### src/rtl/float_add_sequencer.sv
// Request FIFO plus issue/collect sequencer for the FloatAdder handshake:
// one operation in flight at a time, responses in request order, timeout error path.
module float_add_sequencer #(
    parameter int DEPTH   = 4,
    parameter int TIMEOUT = 64,
    parameter int GUARD   = 1
) (
    input  logic        Clock,
    input  logic        Reset,
    input  logic        ReqValid,
    output logic        ReqReady,
    input  logic [31:0] ReqOp1,
    input  logic [31:0] ReqOp2,
    input  logic        ReqSub,
    output logic [31:0] AddOp1,
    output logic [31:0] AddOp2,
    output logic        AddInputValid,
    input  logic [31:0] AddResult,
    input  logic        AddResultValid,
    output logic        RespValid,
    input  logic        RespReady,
    output logic [31:0] RespResult,
    output logic        RespError,
    output logic        Busy
);

    localparam int PTR_W   = (DEPTH > 1) ? $clog2(DEPTH) : 1;
    localparam int CNT_W   = PTR_W + 1;
    localparam int TMR_MAX = (TIMEOUT > GUARD) ? TIMEOUT : GUARD;
    localparam int TMR_W   = $clog2(TMR_MAX + 1);

    typedef struct packed {
        logic [31:0] op1;
        logic [31:0] op2;
        logic        sub;
    } reqEntry_t;

    typedef enum logic [1:0] {
        IDLE,
        ISSUE,
        WAIT,
        HOLD
    } state_t;

    state_t           state;
    reqEntry_t        fifoMem [DEPTH];
    reqEntry_t        head;
    logic [PTR_W-1:0] wrPtr;
    logic [PTR_W-1:0] rdPtr;
    logic [CNT_W-1:0] count;
    logic [TMR_W-1:0] timer;
    logic             push;
    logic             pop;
    logic             guardOver;
    logic             timedOut;

    assign ReqReady  = (count < CNT_W'(DEPTH));
    assign push      = ReqValid & ReqReady;
    assign pop       = (state == ISSUE);
    assign head      = fifoMem[rdPtr];
    assign guardOver = (timer >= TMR_W'(GUARD));
    assign timedOut  = (timer == TMR_W'(TIMEOUT - 1));
    assign Busy      = (count != '0) | (state != IDLE);

    // NOTE: storage carries no reset; an entry is never read before the count says it was written.
    always_ff @(posedge Clock) begin
        if (push) begin
            fifoMem[wrPtr] <= '{op1: ReqOp1, op2: ReqOp2, sub: ReqSub};
        end
    end

    // Pointers are exactly log2(DEPTH) bits wide, so increment wraps modulo DEPTH.
    always_ff @(posedge Clock or negedge Reset) begin
        if (!Reset) begin
            wrPtr <= '0;
            rdPtr <= '0;
            count <= '0;
        end else begin
            if (push) wrPtr <= wrPtr + PTR_W'(1);
            if (pop)  rdPtr <= rdPtr + PTR_W'(1);
            case ({push, pop})
                2'b10:   count <= count + CNT_W'(1);
                2'b01:   count <= count - CNT_W'(1);
                default: count <= count;
            endcase
        end
    end

    // NOTE: every output is a register; AddInputValid defaults low each cycle so it can only pulse.
    always_ff @(posedge Clock or negedge Reset) begin
        if (!Reset) begin
            state         <= IDLE;
            AddOp1        <= '0;
            AddOp2        <= '0;
            AddInputValid <= 1'b0;
            RespValid     <= 1'b0;
            RespResult    <= '0;
            RespError     <= 1'b0;
            timer         <= '0;
        end else begin
            AddInputValid <= 1'b0;
            case (state)
                IDLE: begin
                    if (count != '0) state <= ISSUE;
                end
                ISSUE: begin
                    AddOp1        <= head.op1;
                    AddOp2        <= {head.op2[31] ^ head.sub, head.op2[30:0]};
                    AddInputValid <= 1'b1;
                    timer         <= '0;
                    state         <= WAIT;
                end
                WAIT: begin
                    timer <= timer + TMR_W'(1);
                    // A real result outranks a timeout landing on the same cycle.
                    if (guardOver && AddResultValid) begin
                        RespResult <= AddResult;
                        RespError  <= 1'b0;
                        RespValid  <= 1'b1;
                        state      <= HOLD;
                    end else if (timedOut) begin
                        RespResult <= '0;
                        RespError  <= 1'b1;
                        RespValid  <= 1'b1;
                        state      <= HOLD;
                    end
                end
                HOLD: begin
                    if (RespReady) begin
                        RespValid <= 1'b0;
                        RespError <= 1'b0;
                        state     <= (count != '0) ? ISSUE : IDLE;
                    end
                end
                default: state <= IDLE;
            endcase
        end
    end

endmodule

### config.mk
export PLATFORM = sky130hd
export DESIGN_NAME = float_add_sequencer
export DESIGN_NICKNAME = d
export VERILOG_FILES = /design/src/rtl/float_add_sequencer.sv
export SDC_FILE = /design/constraint.sdc
export NUM_CORES = 1
export LEC_CHECK = 0
export ABC_AREA = 1
export BUFFER_PORTS_ARGS = -buffer_cell sky130_fd_sc_hd__buf_2
export CAP_MARGIN = 10
export CORE_ASPECT_RATIO = 1.1
export CORE_MARGIN = 3
export CORE_UTILIZATION = 45
export CTS_CLUSTER_SIZE = 12
export DETAILED_ROUTE_END_ITERATION = 10
export PLACE_DENSITY = 0.72
export SYNTH_ARGS = -nofsm -noshare
export SYNTH_HDL_FRONTEND = slang
export SYNTH_SLANG_ARGS = --single-unit
### constraint.sdc
create_clock -name Clock -period 3.55 [get_ports Clock]
set_input_delay 0.355 -clock Clock [delete_from_list [all_inputs] [get_ports Clock]]
set_output_delay 0.355 -clock Clock [all_outputs]
set_load 0.01 [all_outputs]
After elaboration in Yosys (flattened, before gate mapping)
Memory sizes are Yosys's and may differ from the RTL's. Index checks and enable logic that the tools add are counted.

Flip-flop bits (word level): 115. Bits in writable memories: 260. Input bits: 102. Logic and storage cells: 61. Memories: 1.

$add $sub $neg: 5. Order comparisons: 2. Equality and inequality tests: 9. Multiplexer cells: 19. Bitwise gates (word level): 3. Reduce and logical (&&, ||, !) cells: 11.

Memory list: fifoMem (words 4, width 65, read ports 1, clocked after memory_dff 0, wr ports 1, line 46) `reqEntry_t fifoMem [DEPTH];`.

Operator list (count): two-way mux 32 bit (2); case mux 7 bit (2 select lines) (1); nonzero test 2 bit (5); two-way mux 1 bit (8); two-way mux 2 bit (4); case mux 2 bit (4 select lines) (1); adder 7 x 1 -> 7 bit (second input constant) (1); == test 7 x 6 -> 1 bit (second input constant) (1); greater-or-equal comparator 7 x 1 -> 1 bit (second input constant) (1); == test 2 bit (second input constant) (3); case mux 3 bit (2 select lines) (1); AND reduction 3 bit (2); adder 2 x 1 -> 2 bit (second input constant) (2); == test 2 x 1 -> 1 bit (second input constant) (2); != test 2 bit (second input constant) (2); case mux 1 bit (2 select lines) (2); adder 3 x 1 -> 3 bit (second input constant) (1); < comparator 3 bit (second input constant) (1); != test 3 bit (second input constant) (1); nonzero test 3 bit (1); subtractor 3 x 1 -> 3 bit (second input constant) (1); logical NOT 2 bit (1); AND reduction 2 bit (1); AND 1 bit (1); other kinds (3) (3).

Depth between registers and ports, before layout
Depth in word-level cells: 4. Mapped depth: 10.

Worst setup path after synthesis
OpenSTA, ideal clock, no wires.

Path kind: reg2reg. From: register count[2]. To: memory fifoMem[0][0] (netlist bit), enable pin. Library setup time: 0.489 ns. Data arrival time: 3.448 ns. Required time: 3.061 ns. Setup slack: -0.387 ns. Stages on the path, launching flop included: 4. Buffers on the path: 0. Clock period less this slack: 3.937 ns. Path through: dfrtp_1 -> inv_1 -> nand2_1 -> nor2_1.

Word-level cells in the longest chain between the ends: 4.

RTL lines: from (decl) (line 50) `logic [CNT_W-1:0] count;`; from (signal assigned) (line 82) `2'b10: count <= count + CNT_W'(1);`; from (signal assigned) (line 83) `2'b01: count <= count - CNT_W'(1);`; from (signal assigned) (line 84) `default: count <= count;`; < comparator 3 bit (line 57) `assign ReqReady = (count < CNT_W'(DEPTH));`; via ReqReady (line 11) `output logic ReqReady,`; AND 1 bit (line 58) `assign push = ReqValid & ReqReady;`; two-way mux 1 bit (line 67) `if (push) begin`; two-way mux 1 bit (not written as such) (line 68) `fifoMem[wrPtr] <= '{op1: ReqOp1, op2: ReqOp2, sub: ReqSub};`; to (decl) (line 46).

The timed path passes the listed nets, and every way through them passes these cells.

Final worst setup path
From: register rdPtr[0]. To: register AddOp2[31].

Word-level cells in the longest chain between the ends: 2.

RTL lines: from (decl) (line 49) `logic [PTR_W-1:0] rdPtr;`; from (signal assigned) (line 80) `if (pop) rdPtr <= rdPtr + PTR_W'(1);`; memory read (4 x 65 bit); XOR 1 bit (line 108) `AddOp2 <= {head.op2[31] ^ head.sub, head.op2[30:0]};`; to (signal assigned) (line 108); to (decl) (line 16) `output logic [31:0] AddOp2,`.

No other way between the ends. A chain may end at the register's enable or synchronous reset.

==> metrics <==
Final period util=68.4%; num rows=67; count of cell types in the netlist=28; routed len/inst=17.1 um; RR Endpoint=AddOp2[31]; Tmin final=2.43 ns; layout cell share with drive strength beyond 1=between 20% and 30%; Final Worst Setup Slack=1.12 ns; clock skew=about 0.013 ns; Hold Crit Class=input pin to flop; R2R Path Start=rdPtr[0]; antenna viol nets, final=0; FF-to-FF setup slack=1.12 ns; cells after synthesis=approximately 1200; die area=around 34000 um^2; Starting Density=46.3%; Seq/Total Area, Yosys=74.8%; Syn. warnings=0; dpl ws=1.13 ns; CTS Hold Buffers Added=1; GR Overflow Total=0; Pre-antenna DRT Iters=5; TritonCTS buffer count=39; worst path buffer plus inverter count=2; most frequent cells in the layout=333 x nor2_1, 260 x edfxtp_1, 201 x buf_2; TritonCTS clock tree=done; largest area contributor in the netlist=edfxtp_1; first-pass GRT wire length=48100 um; CTS resizes=0; Crit path largest cell delay=0.94 ns; Final HPWL DP=between 15000 and 20000 um; residual DRC count=0; htree depth=2; CP Class=flop to flop; Clock Tree Root=clkbuf_16; Clock Sinks=375; Top Layer Used=met5; fin nets=~1500; max_cap viols=0; worst slew pin tran=0.951 ns; core area=between 30000 and 40000 um^2; Placed Area=15700 um^2; Lkg Pwr=6.64 nW; area of the multi-input gates=3230 um^2; status=completed; Die Span Y=~190 um; Hold Crit Start=ReqOp1[21]; final RePlAce weighted congestion=0.775; Routed WL=30900 um; IO Port Bufs=202; worst path cell trace=buf_4 > nor2_1 > nor2_1 > o21ai_0 > nand2_1 > inv_1 > nand2_1 > nand3_1 > nand2_1; Hold Path Sink=fifoMem[2][54]; Worst EP required=4.00 ns; Synth Register Bits=approximately 380; FILL cells=2579; io pins=203; Startpoint Class=flop; clock slew at reported path FFs=0.05 ns; RSZ-0062 raised after global routing=no; maximum clock frequency=412 MHz; DR vias=9209; syn_area_per_cell=12.2 um^2; crit-path max FO=69; fin area=16900 um^2; setup repair bufs after CTS=0; Synthesized Nets=1289; initial antenna violation count=8; met2 routed WL=about 15000 um; cell family with most CP delay=flip-flops; setup_tns=0 ns; slew margin rel.=36.6%; routed vias/inst=5.09; crit path from=rdPtr[0]; largest net degree at the start of global routing=a little under 100; Worst Hold Depth=1; setup violators final=0; final hold vios=0; DR iter-0 viols=520; WP data arrival=2.87 ns; GRT Resource Usage Total=18.1%; met1 WL=13100 um; die span in x=around 180 um; Max VDD drop=0.000425 V; wire length on met3=2030 um; Clk Latency, worst-skew pair=0.51 ns; Synth top area share=54.6%; area added between synthesis and finish=18.1%; Seq. cell area=about 11000 um^2; number of global-route vias before repair=8976; most common cell after layout, fill and taps aside=nor2_1; most used cell, CP=nand2_1; Worst setup EP type=flop; PwrDens=about 860 nW/um^2; mapped cell area=14300 um^2; Slew Limit Fails=0; top cells by area, synth=edfxtp_1 55%, dfrtp_1 20%, nor2_1 8.9%, o21ai_0 4.6%, nand2_1 3.3%; worst-case reg-to-reg path depth=9; CTS max path bufs=3; slowest library cell on the worst path=dfrtp_4
## kinds of logic (layout without fill, tap and decap cells)
group,after synthesis,count (layout),synth area share (%)
simple gates,480,480,12.8
fa+ha+maj,13,13,1.19
other cells,0,1,0
flops,375,375,74.8
buf+inv,92,314,2.94
xor+xnor,7,7,0.429
compound gates,207,207,7.85
## metal layers
| layer | up-vias | global-route usage (%) |
|---|---|---|
| li1 | 4439 | - |
| met4 | 14 | 5.00 |
| met5 | - | 0 |
| met3 | 60 | 4.03 |
| met2 | 278 | 31.9 |
| met1 | 4418 | 22.6 |
## flip-flops by register name, indices dropped and copies added (netlist names)
name	flops
rdPtr	2
RespResult	32
AddOp2	32
state	2
wrPtr	2
count	3
timer	7
AddOp1	32
fifoMem	260
AddInputValid	1
RespError	1
RespValid	1
## cells in the mapped netlist (all sizes together)
master / number
fa: 1
o21ai: 134
dfrtp: 115
o22ai: 1
ha: 12
nand2: 128
o211ai: 1
xor2: 5
xnor2: 2
buf: 32
nand4: 3
a31oi: 63
a21oi: 8
clkbuf: 33
nand3: 8
nor2: 338
nand3b: 1
edfxtp: 260
nor3: 2
inv: 27
## worst max-delay path by stage
stage	end	cells after the start	slack (ns)
3_3_place_gp	AddOp2[31]	9	1.13
5_1_grt	AddOp2[31]	9	0.85
6_report	AddOp2[31]	9	1.12
4_1_cts	AddOp2[31]	9	1.11
3_5_place_dp	AddOp2[31]	8	1.13
2_1_floorplan	fifoMem[0][0]	3	-0.39
## cell type report
type | instances | area share [%]
sequential | 375 | 63.4
multi-input combinational | 707 | 19.1
timing repair buffer | 221 | 7.04
clock buffer | 59 | 6.41
tap | 414 | 3.07
inverter | 27 | 0.615
clock inverter | 7 | 0.363
antenna | 1 | 0.0148
## power by group
part | switching, W | internal, W | total (W)
registers | 0.000583 | 0.00578 | 0.00636
logic | 0.00293 | 0.00153 | 0.00446
clock network | 0.00152 | 0.00216 | 0.00368
## through the flow
stage / hold WS, ns / std cells / power (W) / utilization, %
after floorplan: 0.0594 / 1174 / 0.00935 / -
after global placement: 0.448 / 1743 / 0.0108 / 51.0
after detailed placement: 0.455 / 1743 / 0.0110 / 51.0
after CTS: 0.0292 / 1810 / 0.0147 / 54.7
after global routing: 0.0322 / 1810 / 0.0155 / 54.7
final: 0.0530 / 1811 / 0.0145 / 54.7
Note: power is estimated with default switching activity, not from simulation.
